### config.mk
export PLATFORM = sky130hd
export DESIGN_NAME = fir_frame_ctrl
export DESIGN_NICKNAME = d
export VERILOG_FILES = /design/src/rtl/fir_ctrl_pkg.sv /design/src/rtl/fir_vld_delay.sv /design/src/rtl/fir_frame_ctrl.sv
export SDC_FILE = /design/constraint.sdc
export NUM_CORES = 1
export LEC_CHECK = 0
export BUFFER_PORTS_ARGS = -buffer_cell sky130_fd_sc_hd__buf_2
export CAP_MARGIN = 20
export CORE_ASPECT_RATIO = 1.75
export CORE_UTILIZATION = 40
export CTS_CLUSTER_DIAMETER = 60
export DETAILED_ROUTE_END_ITERATION = 10
export GPL_TIMING_DRIVEN = 0
export MAX_ROUTING_LAYER = met4
export PLACE_DENSITY = 0.84
export RECOVER_POWER = 25
export SYNTH_ARGS = -nofsm -noshare
export SYNTH_HDL_FRONTEND = slang
export SYNTH_SLANG_ARGS = --single-unit
### constraint.sdc
create_clock -name clk -period 1.7 [get_ports clk]
set_input_delay 0.34 -clock clk [delete_from_list [all_inputs] [get_ports clk]]
set_output_delay 0.34 -clock clk [all_outputs]
set_load 0.05 [all_outputs]
### src/rtl/fir_ctrl_pkg.sv
`default_nettype none
//==============================================================================
// Module  : fir_ctrl_pkg
// Purpose : State encoding and default widths shared by the FIR frame controller.
// Rev     : 1.0  initial release
//==============================================================================
package fir_ctrl_pkg;

   localparam int unsigned c_DEF_ADDR_W = 8;
   localparam int unsigned c_DEF_COEF_W = 14;
   localparam int unsigned c_DEF_N_TAPS = 6;

   typedef logic [2:0] fir_state_t;

   localparam fir_state_t c_ST_IDLE  = 3'd0;
   localparam fir_state_t c_ST_CLEAR = 3'd1;
   localparam fir_state_t c_ST_RUN   = 3'd2;
   localparam fir_state_t c_ST_DRAIN = 3'd3;
   localparam fir_state_t c_ST_DONE  = 3'd4;

endpackage
`default_nettype wire

### src/rtl/fir_vld_delay.sv
`default_nettype none
//==============================================================================
// Module  : fir_vld_delay
// Purpose : Reset-cleared 1-bit valid delay line with an in-flight flag.
// Rev     : 1.0  initial release
//==============================================================================
module fir_vld_delay
   import fir_ctrl_pkg::*;
#(
   parameter int unsigned DEPTH = 1
) (
   input  logic clk,
   input  logic rst,
   input  logic i_vld,
   output logic o_vld,
   output logic o_pend
);

   // o_pend flags valids still queued behind the output stage
   generate
      if (DEPTH == 0) begin : g_wire
         logic w_unused;
         assign w_unused = clk ^ rst;
         assign o_vld    = i_vld;
         assign o_pend   = 1'b0;
      end else if (DEPTH == 1) begin : g_one
         logic r_pipe;
         always_ff @(posedge clk) begin
            if (rst) r_pipe <= 1'b0;
            else     r_pipe <= i_vld;
         end
         assign o_vld  = r_pipe;
         assign o_pend = 1'b0;
      end else begin : g_shift
         logic [DEPTH-1:0] r_pipe;
         always_ff @(posedge clk) begin
            if (rst) r_pipe <= '0;
            else     r_pipe <= {r_pipe[DEPTH-2:0], i_vld};
         end
         assign o_vld  = r_pipe[DEPTH-1];
         assign o_pend = |r_pipe[DEPTH-2:0];
      end
   endgenerate

endmodule
`default_nettype wire

### src/rtl/fir_frame_ctrl.sv
`default_nettype none
//==============================================================================
// Module  : fir_frame_ctrl
// Purpose : Frame sequencer for the 6-tap FIR: coef latch, read/write addressing.
// Rev     : 1.0  initial release
//==============================================================================
module fir_frame_ctrl
   import fir_ctrl_pkg::*;
#(
   parameter int unsigned ADDR_W     = c_DEF_ADDR_W,
   parameter int unsigned N_SAMPLES  = 256,
   parameter int unsigned N_TAPS     = c_DEF_N_TAPS,
   parameter int unsigned COEF_W     = c_DEF_COEF_W,
   parameter int unsigned MEM_RD_LAT = 1,
   parameter int unsigned FILT_LAT   = 2
) (
   input  logic                       clk,
   input  logic                       reset,
   input  logic                       start,
   input  logic                       hold,
   input  logic [N_TAPS*COEF_W-1:0]   coef_in,
   output logic [N_TAPS*COEF_W-1:0]   coef_out,
   output logic                       filt_clr,
   output logic                       in_rd_en,
   output logic [ADDR_W-1:0]          in_addr,
   output logic                       filt_vld,
   output logic                       out_wr_en,
   output logic [ADDR_W-1:0]          out_addr,
   output logic                       busy,
   output logic                       done
);

   localparam logic [ADDR_W-1:0] c_LAST = ADDR_W'(N_SAMPLES - 1);

   fir_state_t                 r_state;
   fir_state_t                 w_state_nxt;
   logic [ADDR_W-1:0]          r_rd_cnt;
   logic [ADDR_W-1:0]          r_wr_cnt;
   logic [N_TAPS*COEF_W-1:0]   r_coef;
   logic                       w_rd_en;
   logic                       w_filt_vld;
   logic                       w_wr_en;
   logic                       w_mem_pend;
   logic                       w_filt_pend;
   logic                       w_last_rd;
   logic                       w_pipe_empty;

   assign w_rd_en   = (r_state == c_ST_RUN) && !hold;
   assign w_last_rd = w_rd_en && (r_rd_cnt == c_LAST);

   // True on the cycle the final write leaves the pipe: nothing queued behind it
   assign w_pipe_empty = !w_mem_pend && !w_filt_pend && !((FILT_LAT != 0) && w_filt_vld);

   fir_vld_delay #(.DEPTH(MEM_RD_LAT)) u_rd_pipe (
      .clk    (clk),
      .rst    (reset),
      .i_vld  (w_rd_en),
      .o_vld  (w_filt_vld),
      .o_pend (w_mem_pend)
   );

   fir_vld_delay #(.DEPTH(FILT_LAT)) u_filt_pipe (
      .clk    (clk),
      .rst    (reset),
      .i_vld  (w_filt_vld),
      .o_vld  (w_wr_en),
      .o_pend (w_filt_pend)
   );

   always_comb begin
      w_state_nxt = r_state;
      case (r_state)
         c_ST_IDLE:  if (start) w_state_nxt = c_ST_CLEAR;
         c_ST_CLEAR: w_state_nxt = c_ST_RUN;
         c_ST_RUN:   if (w_last_rd) w_state_nxt = c_ST_DRAIN;
         c_ST_DRAIN: if (w_pipe_empty) w_state_nxt = c_ST_DONE;
         c_ST_DONE:  w_state_nxt = c_ST_IDLE;
         default:    w_state_nxt = c_ST_IDLE;
      endcase
   end

   always_ff @(posedge clk) begin
      if (reset) begin
         r_state  <= c_ST_IDLE;
         r_rd_cnt <= '0;
         r_wr_cnt <= '0;
         r_coef   <= '0;
      end else begin
         r_state <= w_state_nxt;
         if (r_state == c_ST_CLEAR) begin
            r_coef   <= coef_in;
            r_rd_cnt <= '0;
            r_wr_cnt <= '0;
         end else begin
            if (w_rd_en) r_rd_cnt <= r_rd_cnt + ADDR_W'(1);
            if (w_wr_en) r_wr_cnt <= r_wr_cnt + ADDR_W'(1);
         end
      end
   end

   assign coef_out  = r_coef;
   assign filt_clr  = (r_state == c_ST_CLEAR);
   assign in_rd_en  = w_rd_en;
   assign in_addr   = r_rd_cnt;
   assign filt_vld  = w_filt_vld;
   assign out_wr_en = w_wr_en;
   assign out_addr  = r_wr_cnt;
   assign busy      = (r_state != c_ST_IDLE);
   assign done      = (r_state == c_ST_DONE);

endmodule
`default_nettype wire
# --- Yosys cells after proc, flatten, opt, wreduce, memory -nomap -nowiden ---
# Cells that the tools add are included.
totals:
  ff_bits: 106
  wordCells: 30
op_classes:
  addsub: 2
  eq_ne: 8
  muxes: 4
  reduce_logical: 10
ops:
  columns: ["op", "count"]
  rows:
  - ["$add 8x1->8 const B", 2]
  - ["$pmux 3 s4", 1]
  - ["$mux 3", 3]
  - ["$eq 8x8->1 const B", 1]
  - ["$eq 3x2->1 const B", 2]
  - ["$ne 2x2->1 const B", 3]
  - ["$eq 3x1->1 const B", 1]
  - ["$eq 3x3->1 const B", 1]
  - ["$logic_and 1x1->1", 3]
  - ["$logic_not 1->1", 3]
  - ["$logic_not 3->1", 1]
  - ["$reduce_and 3->1", 1]
  - ["$reduce_bool 3->1", 1]
  - ["$reduce_or 2->1", 1]

# --- Logic depth before layout (Yosys ltp) ---
# Gate-level depths: netlist (run 1).
depth:
  depth_word: 5
  ltp_mapped: 8
  ltp_nobuf: 4

# --- Modules after synthesis ---
# Synthesis (run 1) repeated with hierarchy kept, for this count alone.
unflattened:
  hier_cells: 472
  area_unflattened_um2: 3881.2
by_module_without_submodules:
  columns: ["mod", "instances", "cells_per_inst", "area_each_um2", "seq_area_each_um2"]
  rows:
  - ["fir_frame_ctrl", 1, 464, 3783.6, 2062.0]
  - ["fir_vld_delay at u_filt_pipe", 1, 4, 52.6, 40.0]
  - ["fir_vld_delay at u_rd_pipe", 1, 4, 45.0, 20.0]

# --- Worst setup path after synthesis (run 1) ---
# No wires, ideal clock.
synth_path:
  path_kind: "register to output"
  startpoint: "register r_state[1]"
  endpoint: "output filt_clr"
  arrival_ns: 1.582
  required_ns: 1.360
  slack_ns: -0.222
  stages_incl_launch_ff: 6
  n_path_buf: 3
  path_cell_list: "dfxtp_1 > buf_2 > or3b_1 > clkbuf_1 > inv_2 > clkbuf_1"
synth_via:
  elab_chain_len: 1
synth_lines:
  columns: ["element", "line", "source"]
  rows:
  - ["start: declaration", "fir_frame_ctrl.sv:35", "fir_state_t r_state;"]
  - ["start signal: assignment", "fir_frame_ctrl.sv:84", "r_state <= c_ST_IDLE;"]
  - ["start signal: assignment", "fir_frame_ctrl.sv:89", "r_state <= w_state_nxt;"]
  - ["$eq 3x1->1", "fir_frame_ctrl.sv:102", "assign filt_clr = (r_state == c_ST_CLEAR);"]
  - ["end: declaration", "fir_frame_ctrl.sv:23", "output logic filt_clr,"]
# Every way passes these cells.

# --- Worst setup path in the final report (run 1) ---
layout_path:
  startpoint: "register r_state[2]"
  endpoint: "output in_rd_en"
layout_via:
  elab_chain_len: 2
layout_lines:
  columns: ["element", "line", "source"]
  rows:
  - ["$eq 3x2->1", "fir_frame_ctrl.sv:48", "assign w_rd_en = (r_state == c_ST_RUN) && !hold;"]
  - ["$logic_and 1x1->1", "fir_frame_ctrl.sv:48", null]
  - ["end: declaration", "fir_frame_ctrl.sv:24", "output logic in_rd_en,"]
# Every way passes these cells.

==> results of run 1 <==
[path summary, 6_finish.rpt]
path,start,to,slack [ns],depth (start not counted)
setup / recovery,r_state[2],in_rd_en,-0.22,4
hold / removal,coef_in[63],coef_out[63],0.23,3
setup reg to reg,r_state[2],in_addr[6],-0.20,5
hold reg to reg,coef_out[62],coef_out[62],0.45,2
[area by class of cell]
class	instances	area, um2
Inverter	3	17.5
Sequential cell	106	2130
Timing Repair Buffer	206	1100
Fill cell	798	3730
Tap cell	120	150
Clock inverter	4	26.3
Clock buffer	12	246
Multi-Input combinational cell	327	1550
Buffer	29	193
[tightest hold or removal path, stage by stage]
cell     delay [ns]
buf_2          0.09
nand2_1        0.04
a21oi_1        0.05
[per-layer routing]
metal | vias to the layer above | global-route usage | wire (um)
li1 | 1966 | - | -
met1 | 1822 | 0.220 | 4130
met2 | 157 | 0.393 | 6020
met3 | 32 | 0.0360 | 519
met4 | 0 | 0.126 | 367
met5 | - | - | 0
[state kept, by name (all words and copies together), names as in the netlist]
| signal | flops |
|---|---|
| u_filt_pipe.g_shift.r_pipe | 2 |
| in_addr | 8 |
| out_addr | 8 |
| u_rd_pipe.o_vld | 1 |
| coef_out | 84 |
| r_state | 3 |
[synthesized netlist by cell type]
library cell | count | area share
a21oi_1 | 94 | 0.12
a221oi_1 | 1 | 0.0023
a31oi_1 | 1 | 0.0017
and4_1 | 1 | 0.0023
buf_1 | 1 | 0.00099
buf_2 | 10 | 0.013
buf_6 | 1 | 0.0030
clkbuf_1 | 22 | 0.022
dfxtp_1 | 106 | 0.56
ha_1 | 2 | 0.0066
inv_1 | 2 | 0.0020
inv_2 | 1 | 0.00099
mux2i_1 | 1 | 0.0026
nand2_1 | 177 | 0.18
nand2b_1 | 1 | 0.0017
nand3_1 | 3 | 0.0040
nand4_1 | 3 | 0.0050
nor2_1 | 9 | 0.0089
nor2b_1 | 2 | 0.0033
nor3b_1 | 2 | 0.0040
o21ai_0 | 7 | 0.0092
o31ai_1 | 5 | 0.0099
or3_1 | 6 | 0.0099
or3b_1 | 1 | 0.0023
or4_1 | 5 | 0.0099
or4b_4 | 1 | 0.0036
xnor2_1 | 2 | 0.0046
xor2_1 | 3 | 0.0069
[timing repair]
item | 4_1_cts | 5_1_grt
resized for setup | 33 | 28
buffers inserted | 6 | 8
setup endpoints to repair | 93 | 76
pin swaps | 2 | 6
[metrics by stage]
step	worst slack, ns	util
2_1_floorplan	0.0162	-
3_3_place_gp	-0.224	0.537
3_5_place_dp	-0.252	0.537
4_1_cts	-0.241	0.580
5_1_grt	-0.246	0.593
6_report	-0.222	0.593
[cell usage in the layout, fill, tap and decap left out, drive strengths merged]
cell type	Yosys	final
and4	1	1
ha	2	2
nor3b	2	2
o31ai	5	5
or4b	1	1
nand2	177	177
a21oi	94	94
xor2	3	3
nor2b	2	2
a31oi	1	1
nand3	3	3
or3b	1	1
nand2b	1	1
or3	6	6
dfxtp	106	106
a221oi	1	1
or4	5	5
nor2	9	9
clkinv	0	2
xnor2	2	2
mux2i	1	1
o21ai	7	7
clkinvlp	0	2
buf	12	218
inv	3	3
nand4	3	3
clkbuf	22	29
[report_power, final]
group          total [mW]  leakage, nW  internal (mW)  switching [mW]
registers            2.81        0.866           2.70           0.107
logic                1.96         1.47          0.572            1.39
clock network        1.90        0.133           1.03           0.865
[cells by family (layout without fill, tap and decap cells)]
group                      after synthesis  in the layout
buffers and inverters                   37            254
DFF                                    106            106
adders and majority gates                2              2
and+or+nand+nor                        211            211
xor gates and xnor gates                 5              5
AOI/OAI and AO/OA                      108            108
muxes                                    1              1
==> summary.txt, run 1 <==
Status: complete, but fails checks
Failing checks: negative setup slack
Syn Inst Count: 470
Yosys cell types: 28
Fmax: 520 MHz
Cell Area, Synth: 3790 um2
Worst slew margin: 0.669
Die width: 75.6 um
Core box area: 9150 um2
First-pass GRT wire length: 16,100 um
Buffers & Inverters on Critical Path: 3
Wire per inst: 13.7 um
Compound-Gate Fraction of Synth Area: 0.147
Port bufs: 192
Max Cap Viol: 0
Area Growth Syn to Fin: 43.1%
Initial antenna violation count: 0
Period utilization: 1.13
DP HPWL: 8030 um
Cts bufs inserted: 9
Layout cells sized above 1: 0.377
Design Area, Final: 5420 um2
Number of I/O pins: 194
Crit path cell chain: or4b_4 -> buf_6 -> clkinvlp_4 -> buf_8
Power per cell area: 1230 nW/um2
Via count: 3,977
CTS clk-pin slew, worst paths: 0.07 ns
Vias/cell: 4.93
CP peak stage delay: 0.54 ns
Largest family of logic cells by synthesized area: simple AND/OR/NAND/NOR gates
Site Rows: 46
Worst Tran Pin Value: 0.496 ns
Post-synthesis mux area share: 0.00264
DRC errors left: 0
Maximum vdd drop: 0.595 mV
Crit. End Element: primary output
Die footprint: 9880 um2
GRT Residual Overflow: 0
Insertion delay to the later sink of the worst-skew pair: 0.34 ns
Clock Sink Count: 106
Largest net degree at the start of global routing: 17
Synth Net Count: 560
Post-synthesis simple-gate area fraction: 0.230
Routed Antenna Nets: 0
CP required: 1.36 ns
Total wire length: 11,000 um
Syn avg cell area: 8.06 um2
CTS tree: done
GPL Wtd Cong: 0.816
DRT Pass-1 Iters: 4
Yosys warnings: 0
Area after DPL: 4920 um2
Sequential share of the synthesized area: 0.560
Fin Clk Skew: 0.00404 ns
Arrival time worst endpoint: 1.58 ns
Slowest CP cell: or4b_4
DRT iter0 DRCs: 159
Power, Total: 6.67 mW
Initial Utilization: 0.414
Leak: 2.47 nW
CP top delay family: simple AND/OR/NAND/NOR gates
Clock tree buffer depth: 2
RSZ-0062 raised after global routing: yes
Post-Synth Adder-Cell Area: 0.00660
Total global-route track usage: 0.220
H-tree lvl count: 3
Post-layout net count: 772
Crit Path Class: reg2out
Hold Crit Class: in2reg
Post-Synth XOR/XNOR Area: 0.0116
# diodes: 0
Final setup fails: 7
Slew Viols, Final: 0
Minimum hold slack: 0.233 ns
DP Cell Count: 782
Hold Violations, Final: 0
Clock root cell: clkbuf_16
Final setup margin: -0.222 ns
Clock period minus worst slack: 1.92 ns
Setup crit start kind: register
Synthesized flop and latch total: 106
Hold buffer count at CTS: 0
Final Non-Filler Cells: 807
Number of global-route vias before repair: 3,621
Die H: 131 um
Setup TNS Final: -0.884 ns
Crit path max fanout: 5
Power figures use the tool's default switching activity.
==> inputs of run 2 (changes only) <==
--- a/config.mk
+++ b/config.mk
@@ -13,7 +13,7 @@
 export DETAILED_ROUTE_END_ITERATION = 10
 export GPL_TIMING_DRIVEN = 0
 export MAX_ROUTING_LAYER = met4
-export PLACE_DENSITY = 0.84
+export PLACE_DENSITY = 0.77
 export RECOVER_POWER = 25
 export SYNTH_ARGS = -nofsm -noshare
 export SYNTH_HDL_FRONTEND = slang
==> constraint.sdc (replaced) <==
create_clock -name clk -period 1.7 [get_ports clk]
set_input_delay 0.34 -clock clk [delete_from_list [all_inputs] [get_ports clk]]
set_output_delay 0.34 -clock clk [all_outputs]
set_load 0.01 [all_outputs]
==> run 2 against run 1 <==
The flow still finishes with violations (negative setup slack); clock skew up 0.0023 ns; clock-buffer cell count unchanged; global-route usage rose by 0.10 points; critical path depth unchanged; first-iteration DRC count fell by 18%; power down 9.7%.
==> summary.txt, run 2 (synthesis results as in run 1) <==
Status: complete, but fails checks
Failing checks: negative setup slack
Worst R2R Path Depth: 4 (-1)
Util after Layout: 0.586 (-0.00684)
Hold buffer count at CTS: 0 (unchanged)
DRC errors left: 0 (unchanged)
Worst R2R End: in_addr[7]
Max Cap Viol: 0 (unchanged)
Slew Viols, Final: 0 (unchanged)
Max reg flops: 84 (unchanged)
Port bufs: 192 (unchanged)
Number of global-route vias before repair: 3,617 (-0.11%)
Arrival time worst endpoint: 1.53 ns (-0.05 ns)
Routed Antenna Nets: 0 (unchanged)
Commonest non-fill, non-tap cell in the layout: buf_2
DRT Pass-1 Iters: 4 (unchanged)
Worst Tran Pin Value: 0.490 ns (-0.00622 ns)
Reg2reg setup slack: -0.07 ns (+0.13 ns)
Min-Delay Endpoint: coef_out[52]
Fmax: 536 MHz (+3.0%)
DP Cell Count: 782 (unchanged)
Site Rows: 46 (unchanged)
First-pass GRT wire length: 15,900 um (-1.6%)
RSZ-0062 raised after global routing: yes
Largest net degree at the start of global routing: 17 (unchanged)
Setup TNS Final: -0.388 ns (+0.496 ns)
Final Non-Filler Cells: 807 (unchanged)
CTS tree: done
Clock Sink Count: 106 (unchanged)
Hold Crit Class: in2reg
Clock tree buffer depth: 2 (unchanged)
Number of I/O pins: 194 (unchanged)
DP HPWL: 8020 um (-0.15%)
Minimum hold slack: 0.227 ns (-0.00546 ns)
Critical Path Most Common Cell: buf_6
Clock period minus worst slack: 1.87 ns (-0.0565 ns)
Setup WS pre-CTS: -0.222 ns (+0.0298 ns)
Power per cell area: 1120 nW/um2 (-8.7%)
DRT iter0 DRCs: 130 (-18%)
Wire per inst: 13.3 um (-2.8%)
Core box area: 9150 um2 (unchanged)
Crit. End Element: primary output
Cts bufs inserted: 9 (unchanged)
Initial Utilization: 0.414 (unchanged)
Period utilization: 1.10 (-0.0332)
Die H: 131 um (unchanged)
Hold depth: 3 (unchanged)
Via count: 3,975 (-0.050%)
Die footprint: 9880 um2 (unchanged)
Slowest CP cell: or4b_4
Area Growth Syn to Fin: 41.5%
GPL Wtd Cong: 0.819 (+0.37%)
Crit Path Class: reg2out
Hold Violations, Final: 0 (unchanged)
Die width: 75.6 um (unchanged)
CP peak stage delay: 0.54 ns (about the same)
Maximum vdd drop: 0.674 mV (+13%)
Vias/cell: 4.93 (about the same)
Worst slew margin: 0.673 (+0.00414)
Fin Clk Skew: 0.00631 ns (+0.00227 ns)
Insertion delay to the later sink of the worst-skew pair: 0.34 ns (about the same)
Hold Path Origin: coef_in[52]
Leak: 2.45 nW (-0.64%)
Gr busiest metal: met2
Area after DPL: 4900 um2 (-0.33%)
CP required: 1.36 ns (about the same)
Total wire length: 10,700 um (-2.8%)
Post-layout net count: 772 (unchanged)
# diodes: 0 (unchanged)
Total global-route track usage: 0.221 (+0.00102)
H-tree lvl count: 3 (unchanged)
CTS clk-pin slew, worst paths: 0.07 ns (about the same)
Crit path max fanout: 6 (+1)
Crit path cell chain: or4b_4 -> buf_6 -> inv_4 -> buf_6
Initial antenna violation count: 0 (unchanged)
Grt met1 use: 0.214 (-0.00614)
Final setup margin: -0.165 ns (+0.0565 ns)
Design Area, Final: 5360 um2 (-1.2%)
GR met2 Demand/Resource: 0.398 (+0.00473)
Routing usage on met3: 0.0330 (-0.00307)
GRT Residual Overflow: 0 (unchanged)
Power, Total: 6.02 mW (-9.7%)
Final setup fails: 5 (-2)
Worst r2r src: r_state[2]
Setup crit start kind: register
Clock root cell: clkbuf_16
Layout cells sized above 1: 0.365 (-0.0116)
Most frequent cells in the layout: 196 x buf_2, 177 x nand2_1, 103 x dfxtp_1, 90 x a21oi_1, 14 x clkbuf_1
[run 2: cell types whose count changed in the layout (fill, tap and decap cells not counted), moves of 2 or more]
cell | before | now
dfxtp_2 | 7 | 3
clkbuf_4 | 2 | 6
buf_2 | 192 | 196
buf_6 | 7 | 5
buf_4 | 17 | 13
dfxtp_1 | 98 | 103
[run 2: where the power goes]
group / switching (mW) / leakage (nW) / internal, mW / total, mW
Combinational: 0.716 / 1.45 / 0.540 / 1.26
Clock: 0.885 / 0.139 / 1.07 / 1.96
Sequential: 0.106 / 0.864 / 2.70 / 2.81
Total: 1.71 / 2.45 / 4.31 / 6.02
[run 2: cell type report]
cell class                 instances  area [um2]
inverter                           3        16.3
multi-input combinational        327        1540
clock buffer                      12         256
buffer                            30         168
tap                              120         150
sequential                       106        2130
clock inverter                     4        26.3
fill                             852        3790
timing repair buffer             205        1080
[run 2: worst max-delay path: cells and delay by family (launching register included)]
kind	cells	cell delay, ns
AND/OR/NAND/NOR	1	0.54
flip-flops	1	0.35
buffers and inverters	3	0.28
[run 2: worst max-delay path by stage]
stage                     from         end  slack (ns)  depth (start not counted)
floorplan           r_state[0]  in_addr[7]        0.07                          4
global route        r_state[2]    in_rd_en       -0.21                          4
CTS                 r_state[0]    in_rd_en       -0.19                          5
detailed placement  r_state[1]    filt_clr       -0.22                          6
global placement    r_state[1]    filt_clr       -0.21                          6
finish              r_state[2]    in_rd_en       -0.17                          4
[run 2: repair_timing]
item                                    in CTS  in global routing
endpoints found under the setup margin      83                 75
buffers inserted                             6                  8
pin swaps                                    5                  4
gates resized for setup                     25                 16
[run 2: per-layer routing]
metal | vias up | wire length (um)
li1 | 1969 | -
met1 | 1832 | 3930
met2 | 145 | 5970
met3 | 29 | 429
met4 | 0 | 400
met5 | - | 0
==> inputs of run 3 (changes only) <==
--- a/config.mk
+++ b/config.mk
@@ -13,7 +13,7 @@
 export DETAILED_ROUTE_END_ITERATION = 10
 export GPL_TIMING_DRIVEN = 0
 export MAX_ROUTING_LAYER = met4
-export PLACE_DENSITY = 0.77
+export PLACE_DENSITY = 0.74
 export RECOVER_POWER = 25
 export SYNTH_ARGS = -nofsm -noshare
 export SYNTH_HDL_FRONTEND = slang
==> constraint.sdc (replaced) <==
create_clock -name clk -period 2.4 [get_ports clk]
set_input_delay 0.48 -clock clk [delete_from_list [all_inputs] [get_ports clk]]
set_output_delay 0.48 -clock clk [all_outputs]
set_load 0.01 [all_outputs]
==> run 3 against run 2 <==
The run now ends clean; die area is the same; clock skew grew 0.00085 ns; power shrank 32%; cell count shrank 1.2%; utilization shrank 2.7 points; sequential share of layout area grew 1.8 points; clock-buffer cell count shrank 3; sequential power shrank 30%; combinational power shrank 39%; critical path depth grew 1; register-to-register slack gained 0.46 ns.
==> summary.txt, run 3 (synthesis results as in run 1) <==
Maximum vdd drop: 0.550 mV (-18%)
Worst Tran Pin Value: 0.496 ns (+0.00663 ns)
Via count: 3,881 (-2.4%)
Area after DPL: 4900 um2 (unchanged)
Site Rows: 46 (unchanged)
Initial antenna violation count: 0 (unchanged)
Multi-input gate area: 1510 um2 (-1.9%)
Largest net degree at the start of global routing: 19 (+2)
Hold Violations, Final: 0 (unchanged)
First-pass GRT wire length: 15,400 um (-2.8%)
Setup TNS Final: 0 ns (+0.388 ns)
Total global-route track usage: 0.210 (-0.0119)
RSZ-0062 raised after global routing: no
Worst slew margin: 0.669 (-0.00442)
Layout cells sized above 1: 0.254 (-0.111)
Crit path max fanout: 10 (+4)
DP HPWL: 7800 um (-2.7%)
CTS tree: done
GPL Wtd Cong: 0.745 (-9.1%)
Design Area, Final: 5110 um2 (-4.6%)
# diodes: 0 (unchanged)
Minimum hold slack: 0.366 ns (+0.139 ns)
Wire per inst: 12.7 um (-4.6%)
Post-layout net count: 762 (-1.3%)
Routed Antenna Nets: 0 (unchanged)
Util after Layout: 0.559 (-0.0269)
Arrival time worst endpoint: 1.77 ns (+0.24 ns)
Period utilization: 0.937
Port bufs: 192 (unchanged)
Clock tree buffer depth: 2 (unchanged)
Commonest non-fill, non-tap cell in the layout: nand2_1
Clock period minus worst slack: 2.25 ns
DRT Pass-1 Iters: 4 (unchanged)
Filler cells: 926 (+8.7%)
Clock root cell: clkbuf_16
Power per cell area: 806 nW/um2 (-28%)
Setup WS pre-CTS: 0.335 ns (+0.557 ns)
CP required: 1.92 ns (+0.56 ns)
Hold Crit Class: in2reg
Crit. End Element: primary output
Post-CTS Setup Inserts: 0 (-6)
Status: complete, no violations
Die width: 75.6 um (unchanged)
Cts bufs inserted: 9 (unchanged)
Slew Viols, Final: 0 (unchanged)
Most frequent cells in the layout: 177 x nand2_1, 153 x buf_2, 106 x dfxtp_1, 94 x a21oi_1, 70 x clkbuf_1
Number of global-route vias before repair: 3,498 (-3.3%)
DRC errors left: 0 (unchanged)
Fmax: 445 MHz
Die footprint: 9880 um2 (unchanged)
H-tree lvl count: 3 (unchanged)
DRT iter0 DRCs: 125 (-3.8%)
Max reg flops: 84 (unchanged)
Reg area: 2120 um2 (-0.18%)
GRT Residual Overflow: 0 (unchanged)
CTS clk-pin slew, worst paths: 0.08 ns (about the same)
Final setup margin: 0.151 ns (+0.316 ns)
Area Growth Syn to Fin: 35.0%
Final setup fails: 0 (-5)
Clock Sink Count: 106 (unchanged)
Number of I/O pins: 194 (unchanged)
Leak: 2.15 nW (-12%)
Crit Path Class: reg2out
Initial Utilization: 0.414 (unchanged)
Vias/cell: 4.87 (-1.1%)
Core box area: 9150 um2 (unchanged)
Insertion delay to the later sink of the worst-skew pair: 0.34 ns (about the same)
Setup crit start kind: register
Total wire length: 10,100 um (-5.8%)
Max Cap Viol: 0 (unchanged)
Fin Clk Skew: 0.00716 ns (+0.000850 ns)
Die H: 131 um (unchanged)
[run 3: final cells by class]
cell class	instances	area share
clock inverter	7	0.0105
tap	120	0.0294
multi-input combinational	327	0.295
inverter	3	0.00220
buffer	33	0.0281
sequential	106	0.415
timing repair buffer	192	0.176
clock buffer	9	0.0440
[run 3: per-stage QoR]
stage,std cells,power [mW]
after global routing,797,4.36
after floorplan,470,2.48
after CTS,797,4.19
final,797,4.12
after global placement,782,2.79
after detailed placement,782,2.82
[run 3: worst max-delay path: stages (launching register included)]
cell and delay [ns]:
dfxtp_1 0.31, buf_6 0.13, or4b_4 0.54, buf_2 0.20
inv_1 0.11, buf_2 0.14
[run 3: what timing repair did]
action | CTS | global route
setup endpoints to repair | 1 | 0
gates resized for setup | 0 | 0
hold buffers | 0 | 0
[run 3: power breakdown]
part | internal [mW] | leakage [nW] | switching [mW]
combinational | 0.282 | 1.16 | 0.483
sequential | 1.91 | 0.862 | 0.0722
clock | 0.711 | 0.128 | 0.663
total | 2.90 | 2.15 | 1.22
[run 3: routing by layer]
layer  vias to the layer above  global-route usage  share of wire
li1                       1946                   -              -
met1                      1773               0.216           0.39
met2                       137               0.373           0.54
met3                        25              0.0422          0.045
met4                         0              0.0937          0.031
met5                         -                   -              0
[run 3: path summary, 6_finish.rpt]
check | startpoint | to | slack (ns) | cells after the start
min | coef_in[73] | coef_out[73] | 0.37 | 3
max | r_state[0] | in_rd_en | 0.15 | 5
max reg2reg | r_state[0] | coef_out[10] | 0.39 | 8
min reg2reg | coef_out[81] | coef_out[81] | 0.45 | 2
